File: src/rtl/word_serializer_pkg.sv
// word_serializer_pkg
//   Shared types and helpers for the word_serializer slice.
//   - state_t     : serializer FSM state (IDLE / BUSY)
//   - idx_width() : bit width of a word index for an N-word vector (min 1)
package word_serializer_pkg;

  typedef enum logic {
    IDLE = 1'b0,
    BUSY = 1'b1
  } state_t;

  // An index register always needs at least one bit, even for N == 1.
  function automatic int idx_width(input int n);
    if (n <= 1) begin
      return 1;
    end else begin
      return $clog2(n);
    end
  endfunction

endpackage

File: src/rtl/word_serializer_if.sv
// word_serializer_if
//   Groups the vector input handshake and the word output stream.
//   Parameters: WIDTH (bits per word), N (words per vector).
//   Signals:
//     in_valid / in_ready / in   : packed N*WIDTH vector handshake
//     out_valid / out_ready / out: WIDTH-bit word stream
//     out_last                   : last word flag (WORD_SERIALIZER_LAST_EN only)
//   Modports: slave (the serializer), master (producer/consumer side).
interface word_serializer_if #(
  parameter int WIDTH = 32,
  parameter int N     = 4
);

  logic                 in_valid;
  logic                 in_ready;
  logic [N*WIDTH-1:0]   in;
  logic                 out_valid;
  logic                 out_ready;
  logic [WIDTH-1:0]     out;
`ifdef WORD_SERIALIZER_LAST_EN
  logic                 out_last;
`endif

  modport slave (
    input  in_valid, in, out_ready,
`ifdef WORD_SERIALIZER_LAST_EN
    output out_last,
`endif
    output in_ready, out_valid, out
  );

  modport master (
    output in_valid, in, out_ready,
`ifdef WORD_SERIALIZER_LAST_EN
    input  out_last,
`endif
    input  in_ready, out_valid, out
  );

endinterface

File: src/rtl/word_serializer_wrap_counter.sv
// wrap_counter
//   Modulo-MAX index register: counts 0..MAX-1 and wraps back to 0.
//   Ports: clk, reset (sync, active-high), clear (forces 0, beats inc),
//          inc (advance by one), value (current count).
module wrap_counter
  import word_serializer_pkg::*;
#(
  parameter int MAX = 4
) (
  input  logic                        clk,
  input  logic                        reset,
  input  logic                        clear,
  input  logic                        inc,
  output logic [idx_width(MAX)-1:0]   value
);

  localparam int CW = idx_width(MAX);
  localparam logic [CW-1:0] LAST_VAL = CW'(MAX - 1);

  // Index register with wrap at MAX-1; clear has priority over inc.
  always_ff @(posedge clk) begin
    if (reset) begin
      value <= {CW{1'b0}};
    end else if (clear) begin
      value <= {CW{1'b0}};
    end else if (inc) begin
      if (value == LAST_VAL) begin
        value <= {CW{1'b0}};
      end else begin
        value <= value + CW'(1);
      end
    end else begin
      value <= value;
    end
  end

endmodule

File: src/rtl/word_serializer.sv
// word_serializer
//   Parallel-to-serial converter: takes an N-word packed vector in one
//   handshake and emits the words one per transfer, element 0 first.
//   Parameters: WIDTH (bits per word), N (words per vector, >= 1).
//   Ports: clk, reset (sync, active-high), bus (word_serializer_if.slave).
//   Optional macro WORD_SERIALIZER_LAST_EN adds bus.out_last.
module word_serializer
  import word_serializer_pkg::*;
#(
  parameter int WIDTH = 32,
  parameter int N     = 4
) (
  input  logic              clk,
  input  logic              reset,
  word_serializer_if.slave  bus
);

  localparam int IW = idx_width(N);
  localparam logic [IW-1:0] LAST_IDX = IW'(N - 1);

  state_t           state_r;
  state_t           next_state_s;
  logic [WIDTH-1:0] buf_r [N];
  logic [IW-1:0]    idx_s;
  logic             is_last_s;
  logic             in_ready_s;
  logic             in_fire_s;
  logic             out_fire_s;
  logic             out_valid_s;
  logic             idx_clear_s;
  logic             idx_inc_s;

  assign is_last_s   = (idx_s == LAST_IDX);
  assign out_valid_s = (state_r == BUSY);
  // Accepting while BUSY is only safe when the last word leaves this cycle.
  assign in_ready_s  = (state_r == IDLE) |
                       ((state_r == BUSY) & is_last_s & bus.out_ready);
  assign in_fire_s   = bus.in_valid & in_ready_s;
  assign out_fire_s  = out_valid_s & bus.out_ready;

  assign bus.in_ready  = in_ready_s;
  assign bus.out_valid = out_valid_s;
  assign bus.out       = buf_r[idx_s];
`ifdef WORD_SERIALIZER_LAST_EN
  assign bus.out_last  = out_valid_s & is_last_s;
`endif

  // Word index; restarts on every accepted vector, wraps after the last word.
  wrap_counter #(
    .MAX (N)
  ) u_idx (
    .clk   (clk),
    .reset (reset),
    .clear (idx_clear_s),
    .inc   (idx_inc_s),
    .value (idx_s)
  );

  // FSM state register.
  always_ff @(posedge clk) begin
    if (reset) begin
      state_r <= IDLE;
    end else begin
      state_r <= next_state_s;
    end
  end

  // Next-state and index control.
  always_comb begin
    next_state_s = state_r;
    idx_clear_s  = 1'b0;
    idx_inc_s    = 1'b0;
    case (state_r)
      IDLE: begin
        if (in_fire_s) begin
          next_state_s = BUSY;
          idx_clear_s  = 1'b1;
        end else begin
          next_state_s = IDLE;
        end
      end
      BUSY: begin
        idx_inc_s   = out_fire_s;
        idx_clear_s = in_fire_s;
        if (out_fire_s && is_last_s && !bus.in_valid) begin
          next_state_s = IDLE;
        end else begin
          next_state_s = BUSY;
        end
      end
      default: begin
        next_state_s = IDLE;
      end
    endcase
  end

  // Vector buffer; loads only on an accepted input transfer.
  always_ff @(posedge clk) begin
    if (reset) begin
      for (int k = 0; k < N; k++) begin
        buf_r[k] <= {WIDTH{1'b0}};
      end
    end else if (in_fire_s) begin
      for (int k = 0; k < N; k++) begin
        buf_r[k] <= bus.in[k*WIDTH +: WIDTH];
      end
    end else begin
      for (int k = 0; k < N; k++) begin
        buf_r[k] <= buf_r[k];
      end
    end
  end

endmodule

File: src/flat_wrapper.sv
// flat-port wrapper written by rule: the top's interface ports become plain ports
module word_serializer_flat import word_serializer_pkg::*;
#(
  parameter int WIDTH = 32,
  parameter int N     = 4
)
  (clk, reset, bus_in_valid, bus_in, bus_out_ready, bus_in_ready, bus_out_valid, bus_out);
  word_serializer_if #(.WIDTH(WIDTH), .N(N)) bus_i ();
  input  logic clk;
  input  logic reset;
  input wire logic [$bits(bus_i.in_valid)-1:0] bus_in_valid;
  input wire logic [$bits(bus_i.in)-1:0] bus_in;
  input wire logic [$bits(bus_i.out_ready)-1:0] bus_out_ready;
  output wire logic [$bits(bus_i.in_ready)-1:0] bus_in_ready;
  output wire logic [$bits(bus_i.out_valid)-1:0] bus_out_valid;
  output wire logic [$bits(bus_i.out)-1:0] bus_out;
  assign bus_i.in_valid = bus_in_valid;
  assign bus_i.in = bus_in;
  assign bus_i.out_ready = bus_out_ready;
  assign bus_in_ready = bus_i.in_ready;
  assign bus_out_valid = bus_i.out_valid;
  assign bus_out = bus_i.out;
  word_serializer #(.WIDTH(WIDTH), .N(N)) u_core (.clk(clk), .reset(reset), .bus(bus_i));
endmodule
File: config.mk
export PLATFORM = sky130hd
export DESIGN_NAME = word_serializer_flat
export DESIGN_NICKNAME = d
export VERILOG_FILES = /design/src/rtl/word_serializer_pkg.sv /design/src/rtl/word_serializer_if.sv /design/src/rtl/word_serializer_wrap_counter.sv /design/src/rtl/word_serializer.sv /design/src/flat_wrapper.sv
export SDC_FILE = /design/constraint.sdc
export NUM_CORES = 1
export LEC_CHECK = 0
export ABC_CLOCK_PERIOD_IN_PS = 6180
export CORE_MARGIN = 2
export CORE_UTILIZATION = 45
export DETAILED_ROUTE_END_ITERATION = 6
export GPL_ROUTABILITY_DRIVEN = 0
export PLACE_DENSITY = 0.79
export SLEW_MARGIN = 10
export SYNTH_ARGS = -nofsm -noshare
export SYNTH_HDL_FRONTEND = slang
export SYNTH_SLANG_ARGS = --single-unit
export TNS_END_PERCENT = 5
File: constraint.sdc
create_clock -name clk -period 6.18 [get_ports clk]
set_clock_uncertainty 0.15 [all_clocks]
set_input_delay 1.236 -clock clk [delete_from_list [all_inputs] [get_ports clk]]
set_output_delay 1.236 -clock clk [all_outputs]
set_load 0.01 [all_outputs]
# ---- Word-level counts from Yosys, hierarchy flattened
# Memories as Yosys holds them, arrays and structs flattened. A register that Yosys moved wholly into a read port is not among the register bits.
# Index checks and enable logic that the tools add are counted.
dict set report totals {
  ram_bits 128
  reg_bits 3
  word_cells 48
  memories 1
}
# name words word_bits read_ports rd_clocked_by_memory_dff write_ports line_no
set memory_table {}
lappend memory_table {u_core.buf_r 4 32 1 1 4 word_serializer.sv:23} ;# logic [WIDTH-1:0] buf_r [N];
dict set report op_classes {
  n_eq_ne 2
  bitwise_logic 14
  n_mux 23
  addsub 1
  reduce_logical 5
}
# operator n
set op_table {}
lappend op_table {{two-way mux 32 bit} 8}
lappend op_table {{two-way mux 1 bit} 10}
lappend op_table {{OR 1 bit} 9}
lappend op_table {{two-way mux 2 bit} 3}
lappend op_table {{bitwise AND 1 bit} 4}
lappend op_table {{case mux 1 bit (2 select lines)} 2}
lappend op_table {{adder 2 x 1 -> 2 bit (second input constant)} 1}
lappend op_table {{== test 2 bit (second input constant)} 1}
lappend op_table {{logical AND 1 bit} 2}
lappend op_table {{AND reduction 2 bit} 1}
lappend op_table {{OR reduction 2 bit} 1}
lappend op_table {{logical NOT 1 bit} 1}
lappend op_table {{inequality test 0 bit} 1}
lappend op_table {{inverter 1 bit} 1}

# ---- Logic depth before layout (Yosys ltp)
# Gate-level depths: netlist of run 1.
dict set report logic_depth {
  word_depth 10
  depth_mapped 5
  ltp_nobuf 3
}

# ---- Cells and area by module
# A second synthesis of run 1 with hierarchy kept.
dict set report hier_totals {
  hier_cells 485
  hier_area_um2 6663.9
}
# module cells_per_inst seq_area_each_um2 area_per_inst_um2 n_inst
set modules_own_cells {}
lappend modules_own_cells {word_serializer 477 3863.7 6568.8 1}
lappend modules_own_cells {wrap_counter 8 40.0 95.1 1}

# ---- Least setup slack after synthesis of run 1
# No wires, ideal clock.
dict set report synth_path {
  path_kind {input-to-reg}
  startpoint {input port bus_out_ready}
  endpoint {memory u_core.buf_r[0][0], enable pin}
  t_required_ns 5.543
  path_buffers 2
  path_slack_ns 1.268
  t_arrival_ns 4.276
  setup_time_ns 0.487
  stages 4
  cell_sequence {a21bo_4 buf_6 buf_6 a21o_1}
}
# element line_no
set synth_lines {}
lappend synth_lines {{from (decl)} flat_wrapper.sv:13} ;# input wire logic [$bits(bus_i.out_ready)-1:0] bus_out_ready;
lappend synth_lines {{to (decl)} word_serializer.sv:23}

==> results.sh, run 1 <==
export IMPL_period_share_pct=66.3
export IMPL_dieHeight_um=118
export IMPL_ys_seq_elements=133
export IMPL_final_layout_size_suffix_gt1_share_pct=12.6
export IMPL_routedWlPerCell_um=17.2
export IMPL_grt_max_degree=133
export IMPL_slowest_stage="dfxtp_2"
export IMPL_p_per_area_mw_per_mm2=281
export IMPL_ant_nets=0
export IMPL_path_clk_slew_ps=60
export IMPL_cp_max_fo=17
export IMPL_cts_tree="done"
export IMPL_grt_usage_pct=17.3
export IMPL_cp_start_kind="flop"
export IMPL_final_nets=627
export IMPL_ys_types=19
export IMPL_status="complete, no violations"
export IMPL_synth_area_mm2=0.00585
export IMPL_finalHoldViolations=0
export IMPL_cp_slowest_stage_delay_ps=710
export IMPL_finalSetupViolCount=0
export IMPL_area_growth_syn_to_layout_pct=38.9
export IMPL_design_area_mm2=0.00812
export IMPL_clockBufferDepth=2
export IMPL_cts_resized=0
export IMPL_dieArea_mm2=0.0139
export IMPL_crit_buf_inv=2
export IMPL_numCtsBuffers=17
export IMPL_required_ps=4790
export IMPL_syn_inst=340
export IMPL_drc=0
export IMPL_tns_ps=0
export IMPL_cp_data_arrival_time_ps=2710
export IMPL_routed_wl_um=11700
export IMPL_critPathTopFamily="buffers and inverters"
export IMPL_dp_hpwl_um=7470
export IMPL_path_class="reg2out"
export IMPL_hold_buffers=0
export IMPL_hold_class="reg2reg"
export IMPL_cts_setup_buffers=0
export IMPL_grt_pass1_vias=3707
export IMPL_cts_max_level=4
export IMPL_placed_area_mm2=0.00753
export IMPL_core_area_mm2=0.0127
export IMPL_synth_seq_area_share_pct=67.5
export IMPL_cp_cell_sequence="buf_4, mux4_1, clkdlybuf4s50_1"
export IMPL_vias=3556
export IMPL_syn_avg_cell_area_um2=17.2
export IMPL_rsz0062_at_grt="no"
export IMPL_slew_headroom_pct=35.1
export IMPL_utilization_pct=64.1
export IMPL_ios=166
export IMPL_whs_ps=491
export IMPL_vdd_drop_max_mv=0.140
export IMPL_yosysWarningCount=0
export IMPL_fin_crit_ps=4100
export IMPL_antenna_found_initial=0
export IMPL_clkSinkCount=133
export IMPL_syn_nets=473
export IMPL_overflow=0
export IMPL_p_leak_nw=3.36
export IMPL_initial_utilization_pct=46.1
export IMPL_grt_pass1_wl_um=18500
export IMPL_diodes=0
export IMPL_final_cell_mix="165 x clkdlybuf4s50_1, 128 x and3_1, 128 x edfxtp_1, 23 x mux4_2, 17 x clkbuf_16"
export IMPL_root_buffer="clkbuf_16"
export IMPL_first_iter_violations=385
export IMPL_max_cap_violations=0
export IMPL_dr_pass1_iters=4
export IMPL_final_common_cell="clkdlybuf4s50_1"
export IMPL_endpoint_kind="output port"
export IMPL_port_buffers=165
export IMPL_worstSkewPairLatency_ps=400
export IMPL_worstMarginPinSlew_ps=974
export IMPL_maxSlewViolCount=0
export IMPL_fmax_mhz=244
export IMPL_vias_per_cell=5.24
export IMPL_row_count=41
export IMPL_die_w_um=118
## cells by family (layout without fill, tap and decap cells)
family                   count (synthesis)  after routing  share of synthesized area (%)
AO/OA/AOI/OAI                            7              7                           1.13
adder cells (fa/ha/maj)                  1              1                          0.214
flip-flops                             133            133                           67.5
multiplexers                            32             32                           12.9
AND/OR/NAND/NOR                        131            131                           14.1
buffers and inverters                   36            203                           4.22
## per-stage QoR
stage,setup slack [ps],total power (W),instances
final,2080,0.00228,679
after global routing,1930,0.00236,679
after CTS,2000,0.00230,678
after detailed placement,1810,0.00134,646
after global placement,1950,0.00134,646
after floorplan,1270,0.00121,340
## final timing paths
kind                                                    startpoint                                 to  slack (ps)  cells past startpoint
worst max-delay path                                          flop                         bus_out[9]        2080                      3
worst min-delay path               u_core.bus.out_valid$_SDFF_PP0_                               flop         490                      2
worst max register to register  u_core.u_idx.value[0]$_SDFFE_PP0N_  u_core.buf_r[0][11]$_SDFFCE_PN0P_        3090                      5
worst min register to register     u_core.bus.out_valid$_SDFF_PP0_                               flop         490                      2
## flip-flops by register name, indices dropped and copies added (netlist names), named ones only
name and cells:
u_core.buf_r 128, u_core.bus.out_valid 1, u_core.u_idx.value 2
## worst register-to-register path: cells and delay by family (launching register included)
family          cells  cell delay (ps)
compound gates      2              840
buf+inv             2             1140
flops               1              360
fa+ha+maj           1              210
## synth_stat cells
cell       count  area [um^2]
mux4_1         9          236
clkbuf_1       6         22.5
a21bo_4        1         16.3
a21o_1         1         7.51
dfxtp_1        5          100
nand4bb_1      1         11.3
buf_2         16         80.1
a21bo_2        2         20.0
edfxtp_1     128         3840
nor2b_1        1         6.26
clkbuf_2       1         5.00
inv_1          1         3.75
buf_6         12          135
ha_1           1         12.5
and3_1       128          801
a21oi_1        1         5.00
a221oi_1       2         17.5
mux4_2        23          518
nand3_1        1         5.00
## power breakdown
group	switching [W]	internal (W)
logic	0.0000922	0.000154
clock network	0.000365	0.000591
registers	0.0000186	0.00106
## cell type report
| type | instances | area (um^2) |
|---|---|---|
| multi-input combinational | 171 | 1670 |
| clock inverter | 13 | 135 |
| sequential | 133 | 3950 |
| clock buffer | 19 | 433 |
| inverter | 1 | 3.75 |
| tap | 172 | 215 |
| timing repair buffer | 170 | 1710 |
| fill | 915 | 4550 |
## routing by layer
metal	vias up	global-route usage, %	share of wire [%]
met5	-	0	0
met4	0	6.85	1.4
met3	11	4.12	5.7
met2	135	27.8	48
met1	1723	22.9	45
li1	1687	-	-
Note: power is estimated with default switching activity, not from simulation.
==> run 2, diff against run 1 <==
--- a/config.mk
+++ b/config.mk
@@ -5,7 +5,7 @@
 export SDC_FILE = /design/constraint.sdc
 export NUM_CORES = 1
 export LEC_CHECK = 0
-export ABC_CLOCK_PERIOD_IN_PS = 6180
+export ABC_CLOCK_PERIOD_IN_PS = 3900
 export CORE_MARGIN = 2
 export CORE_UTILIZATION = 45
 export DETAILED_ROUTE_END_ITERATION = 6
==> constraint.sdc (replaced) <==
create_clock -name clk -period 3.9 [get_ports clk]
set_clock_uncertainty 0.15 [all_clocks]
set_input_delay 0.78 -clock clk [delete_from_list [all_inputs] [get_ports clk]]
set_output_delay 0.78 -clock clk [all_outputs]
set_load 0.01 [all_outputs]
==> results.sh, run 2 (synthesis results as in run 1) <==
export IMPL_core_area_mm2=0.0127
export IMPL_drc=0
export IMPL_vdd_drop_max_mv=0.233
export IMPL_slew_headroom_pct=35.8
export IMPL_dr_pass1_iters=6
export IMPL_utilization_pct=64.5
export IMPL_grt_pass1_wl_um=18600
export IMPL_worstMarginPinSlew_ps=963
export IMPL_fin_crit_ps=3180
export IMPL_p_total_w=0.00368
export IMPL_cp_start_kind="flop"
export IMPL_place_inst=648
export IMPL_finalSetupViolCount=0
export IMPL_cp_data_arrival_time_ps=2250
export IMPL_area_growth_syn_to_layout_pct=39.7
export IMPL_port_buffers=165
export IMPL_dieHeight_um=118
export IMPL_cts_max_level=4
export IMPL_numCtsBuffers=17
export IMPL_finalHoldViolations=0
export IMPL_status="complete, no violations"
export IMPL_endpoint_kind="output port"
export IMPL_p_leak_nw=3.39
export IMPL_grt_max_degree=132
export IMPL_cp_max_fo=32
export IMPL_required_ps=2970
export IMPL_antenna_found_initial=0
export IMPL_dieArea_mm2=0.0139
export IMPL_cts_tree="done"
export IMPL_ios=166
export IMPL_grt_usage_pct=17.3
export IMPL_diodes=0
export IMPL_final_layout_size_suffix_gt1_share_pct=12.6
export IMPL_row_count=41
export IMPL_vias_per_cell=5.16
export IMPL_cts_resized=0
export IMPL_cts_setup_buffers=0
export IMPL_vias=3506
export IMPL_num_fill_cells=934
export IMPL_largest_register="u_core.buf_r"
export IMPL_multi_input_area_mm2=0.00167
export IMPL_stdcell_count=680
export IMPL_final_nets=628
export IMPL_initial_utilization_pct=46.1
export IMPL_period_share_pct=81.4
export IMPL_overflow=0
export IMPL_dp_hpwl_um=7420
export IMPL_clockBufferDepth=2
export IMPL_tns_ps=0
export IMPL_grt_pass1_vias=3626
export IMPL_final_common_cell="clkdlybuf4s50_1"
export IMPL_final_cell_mix="165 x clkdlybuf4s50_1, 128 x and3_1, 128 x edfxtp_1, 23 x mux4_2, 17 x clkbuf_16"
export IMPL_first_iter_violations=316
export IMPL_hold_buffers=0
export IMPL_whs_ps=435
export IMPL_routed_wl_um=11700
export IMPL_routedWlPerCell_um=17.2
export IMPL_die_w_um=118
export IMPL_rsz0062_at_grt="no"
export IMPL_maxSlewViolCount=0
export IMPL_path_clk_slew_ps=50
export IMPL_largest_register_ffs=128
export IMPL_p_per_area_mw_per_mm2=451
export IMPL_worstSkewPairLatency_ps=410
export IMPL_fmax_mhz=315
export IMPL_path_class="reg2out"
export IMPL_ant_nets=0
export IMPL_hold_class="reg2reg"
export IMPL_clkSinkCount=133
export IMPL_root_buffer="clkbuf_16"
export IMPL_register_area_mm2=0.00395
export IMPL_max_cap_violations=0
run 2: final cells by class:
class | count | share of cell area (%)
flip-flops and latches | 133 | 48.3
inverters | 1 | 0.0460
repair buffers | 171 | 21.2
clock inverters | 9 | 1.56
well taps | 172 | 2.64
clock buffers | 23 | 5.73
multi-input cells | 171 | 20.5
run 2: worst paths after layout:
path | cells after the start | slack (ps) | end | start
worst max-delay path | 2 | 720 | bus_out[10] | flop
worst min-delay path | 2 | 430 | flop | u_core.bus.out_valid$_SDFF_PP0_
worst max register to register | 4 | 1840 | u_core.buf_r[2][24]$_SDFFCE_PN0P_ | u_core.u_idx.value[0]$_SDFFE_PP0N_
worst min register to register | 2 | 430 | flop | u_core.bus.out_valid$_SDFF_PP0_
run 2: per-stage QoR:
| step | cell area [um^2] | setup WS (ps) |
|---|---|---|
| floorplan | 5850 | 573 |
| global placement | 7570 | 913 |
| detailed placement | 7570 | 890 |
| CTS | 8170 | 654 |
| global route | 8170 | 574 |
| finish | 8170 | 725 |
run 2: layer usage:
metal,share of wire (%),up-vias,global-route usage (%)
met5,0,-,0
met4,1.4,0,5.65
met3,6.1,17,5.72
met2,49,121,27.4
li1,-,1689,-
met1,44,1679,22.5
run 2: power breakdown:
group	switching (W)	leakage, nW	total [W]	internal (W)
registers	0.0000255	1.42	0.00171	0.00168
logic	0.000147	1.68	0.000393	0.000246
clock network	0.000550	0.283	0.00158	0.00104
run 2: worst max-delay path, cell delays in order (launching register included):
cell,delay (ps)
dfxtp_2,900
mux4_2,420
clkdlybuf4s50_1,520
==> run 3, diff against run 2 <==
--- a/config.mk
+++ b/config.mk
@@ -5,7 +5,7 @@
 export SDC_FILE = /design/constraint.sdc
 export NUM_CORES = 1
 export LEC_CHECK = 0
-export ABC_CLOCK_PERIOD_IN_PS = 3900
+export ABC_CLOCK_PERIOD_IN_PS = 3300
 export CORE_MARGIN = 2
 export CORE_UTILIZATION = 45
 export DETAILED_ROUTE_END_ITERATION = 6
==> constraint.sdc (replaced) <==
create_clock -name clk -period 3.3 [get_ports clk]
set_clock_uncertainty 0.15 [all_clocks]
set_input_delay 0.66 -clock clk [delete_from_list [all_inputs] [get_ports clk]]
set_output_delay 0.66 -clock clk [all_outputs]
set_load 0.01 [all_outputs]
==> results.sh, run 3 (synthesis results as in run 1) <==
export IMPL_port_buffers=165
export IMPL_endpoint_kind="output port"
export IMPL_worstSkewPairLatency_ps=410
export IMPL_routedWlPerCell_um=18.3
export IMPL_cts_setup_buffers=0
export IMPL_clockBufferDepth=2
export IMPL_p_per_area_mw_per_mm2=531
export IMPL_hold_buffers=0
export IMPL_cp_slowest_stage_delay_ps=620
export IMPL_cts_max_level=4
export IMPL_period_share_pct=91.4
export IMPL_vias=3530
export IMPL_dr_pass1_iters=4
export IMPL_dieHeight_um=118
export IMPL_root_buffer="clkbuf_16"
export IMPL_cp_start_kind="flop"
export IMPL_overflow=0
export IMPL_pwr_share_clk_pct=42.8
export IMPL_clkSinkCount=133
export IMPL_area_growth_syn_to_layout_pct=40.5
export IMPL_ant_nets=0
export IMPL_numCtsBuffers=17
export IMPL_vdd_drop_max_mv=0.250
export IMPL_initial_utilization_pct=46.1
export IMPL_rsz0062_at_grt="no"
export IMPL_slew_headroom_pct=36.1
export IMPL_antenna_found_initial=0
export IMPL_p_leak_nw=3.42
export IMPL_diodes=0
export IMPL_cp_cell_sequence="buf_4, mux4_1, clkdlybuf4s50_1"
export IMPL_worstMarginPinSlew_ps=958
export IMPL_tns_ps=0
export IMPL_final_nets=634
export IMPL_final_layout_size_suffix_gt1_share_pct=13.6
export IMPL_row_count=41
export IMPL_cts_resized=0
export IMPL_cp_data_arrival_time_ps=2210
export IMPL_cts_tree="done"
export IMPL_num_fill_cells=894
export IMPL_drc=0
export IMPL_routed_wl_um=12500
export IMPL_fmax_mhz=332
export IMPL_seqPwrFrac_pct=46.3
export IMPL_vias_per_cell=5.15
export IMPL_core_area_mm2=0.0127
export IMPL_whs_ps=433
export IMPL_pwr_share_comb_pct=10.9
export IMPL_finalSetupViolCount=0
export IMPL_largest_register="u_core.buf_r"
export IMPL_required_ps=2490
export IMPL_intPower_w=0.00346
export IMPL_ios=166
export IMPL_die_w_um=118
export IMPL_slowest_stage="mux4_1"
export IMPL_grt_usage_pct=19.0
export IMPL_max_cap_violations=0
export IMPL_largest_register_ffs=128
export IMPL_grt_pass1_wl_um=20200
export IMPL_hold_class="reg2reg"
export IMPL_finalHoldViolations=0
export IMPL_path_clk_slew_ps=60
export IMPL_grt_max_degree=132
export IMPL_cp_max_fo=17
export IMPL_status="complete, no violations"
export IMPL_swShare_pct=20.7
export IMPL_fin_crit_ps=3020
export IMPL_dp_hpwl_um=8170
export IMPL_maxSlewViolCount=0
export IMPL_dieArea_mm2=0.0139
export IMPL_first_iter_violations=333
export IMPL_grt_pass1_vias=3879
export IMPL_power_switching_w=0.000901
export IMPL_final_common_cell="clkdlybuf4s50_1"
export IMPL_final_cell_mix="165 x clkdlybuf4s50_1, 128 x and3_1, 128 x edfxtp_1, 23 x mux4_2, 17 x clkbuf_16"
export IMPL_path_class="reg2out"
[run 3: changes by cell type in the layout (fill, tap and decap cells not counted), moves of 2 or more]
| cell | change |
|---|---|
| clkinv_1 | +3 |
| clkbuf_1 | -4 |
| clkinv_4 | +3 |
| clkbuf_8 | -2 |
| buf_4 | +5 |
[run 3: worst max-delay path: cells and delay by family (launching register included)]
kind	cells	cell delay, ps
flops	1	320
mux	1	620
buf+inv	2	860
[run 3: final cells by class]
| type | instances | area [um^2] | area share (%) |
|---|---|---|---|
| Inverter | 1 | 3.75 | 0.0457 |
| Timing Repair Buffer | 177 | 1790 | 21.8 |
| Multi-Input combinational cell | 171 | 1670 | 20.3 |
| Tap cell | 172 | 215 | 2.62 |
| Sequential cell | 133 | 3950 | 48.0 |
| Clock buffer | 17 | 425 | 5.18 |
| Clock inverter | 14 | 161 | 1.96 |
[run 3: per-layer routing]
metal,global-route usage [%],wire length (um),share of wire (%)
met5,0,0,0
met4,6.17,180,1.4
met3,6.15,705,5.6
met2,32.2,6400,51
met1,23.1,5230,42
[run 3: path summary, 6_finish.rpt]
check	to	startpoint	slack [ps]	cells after the start
worst max-delay path	bus_out[22]	flop	280	3
worst min-delay path	flop	u_core.bus.out_valid$_SDFF_PP0_	430	2
worst max register to register	u_core.buf_r[0][22]$_SDFFCE_PN0P_	u_core.u_idx.value[0]$_SDFFE_PP0N_	1250	4
worst min register to register	flop	u_core.bus.out_valid$_SDFF_PP0_	430	2
[run 3: per-stage QoR]
stage | std cells | cell area (um^2) | worst slack, ps | util, % | power [W]
floorplan | 340 | 5850 | 93.0 | - | 0.00225
global placement | 654 | 7630 | 553 | 60.2 | 0.00251
detailed placement | 654 | 7630 | 545 | 60.2 | 0.00253
CTS | 685 | 8220 | 228 | 64.8 | 0.00441
global route | 685 | 8220 | 161 | 64.8 | 0.00452
finish | 685 | 8220 | 285 | 64.8 | 0.00436
[run 3: power groups by stage]
stage	combinational [W]	clock, W	sequential [W]
4_1_cts	0.000481	0.00190	0.00202
3_3_place_gp	0.000469	0	0.00204
5_1_grt	0.000512	0.00198	0.00203
2_1_floorplan	0.000211	0	0.00204
6_report	0.000476	0.00187	0.00202
3_5_place_dp	0.000478	0	0.00205
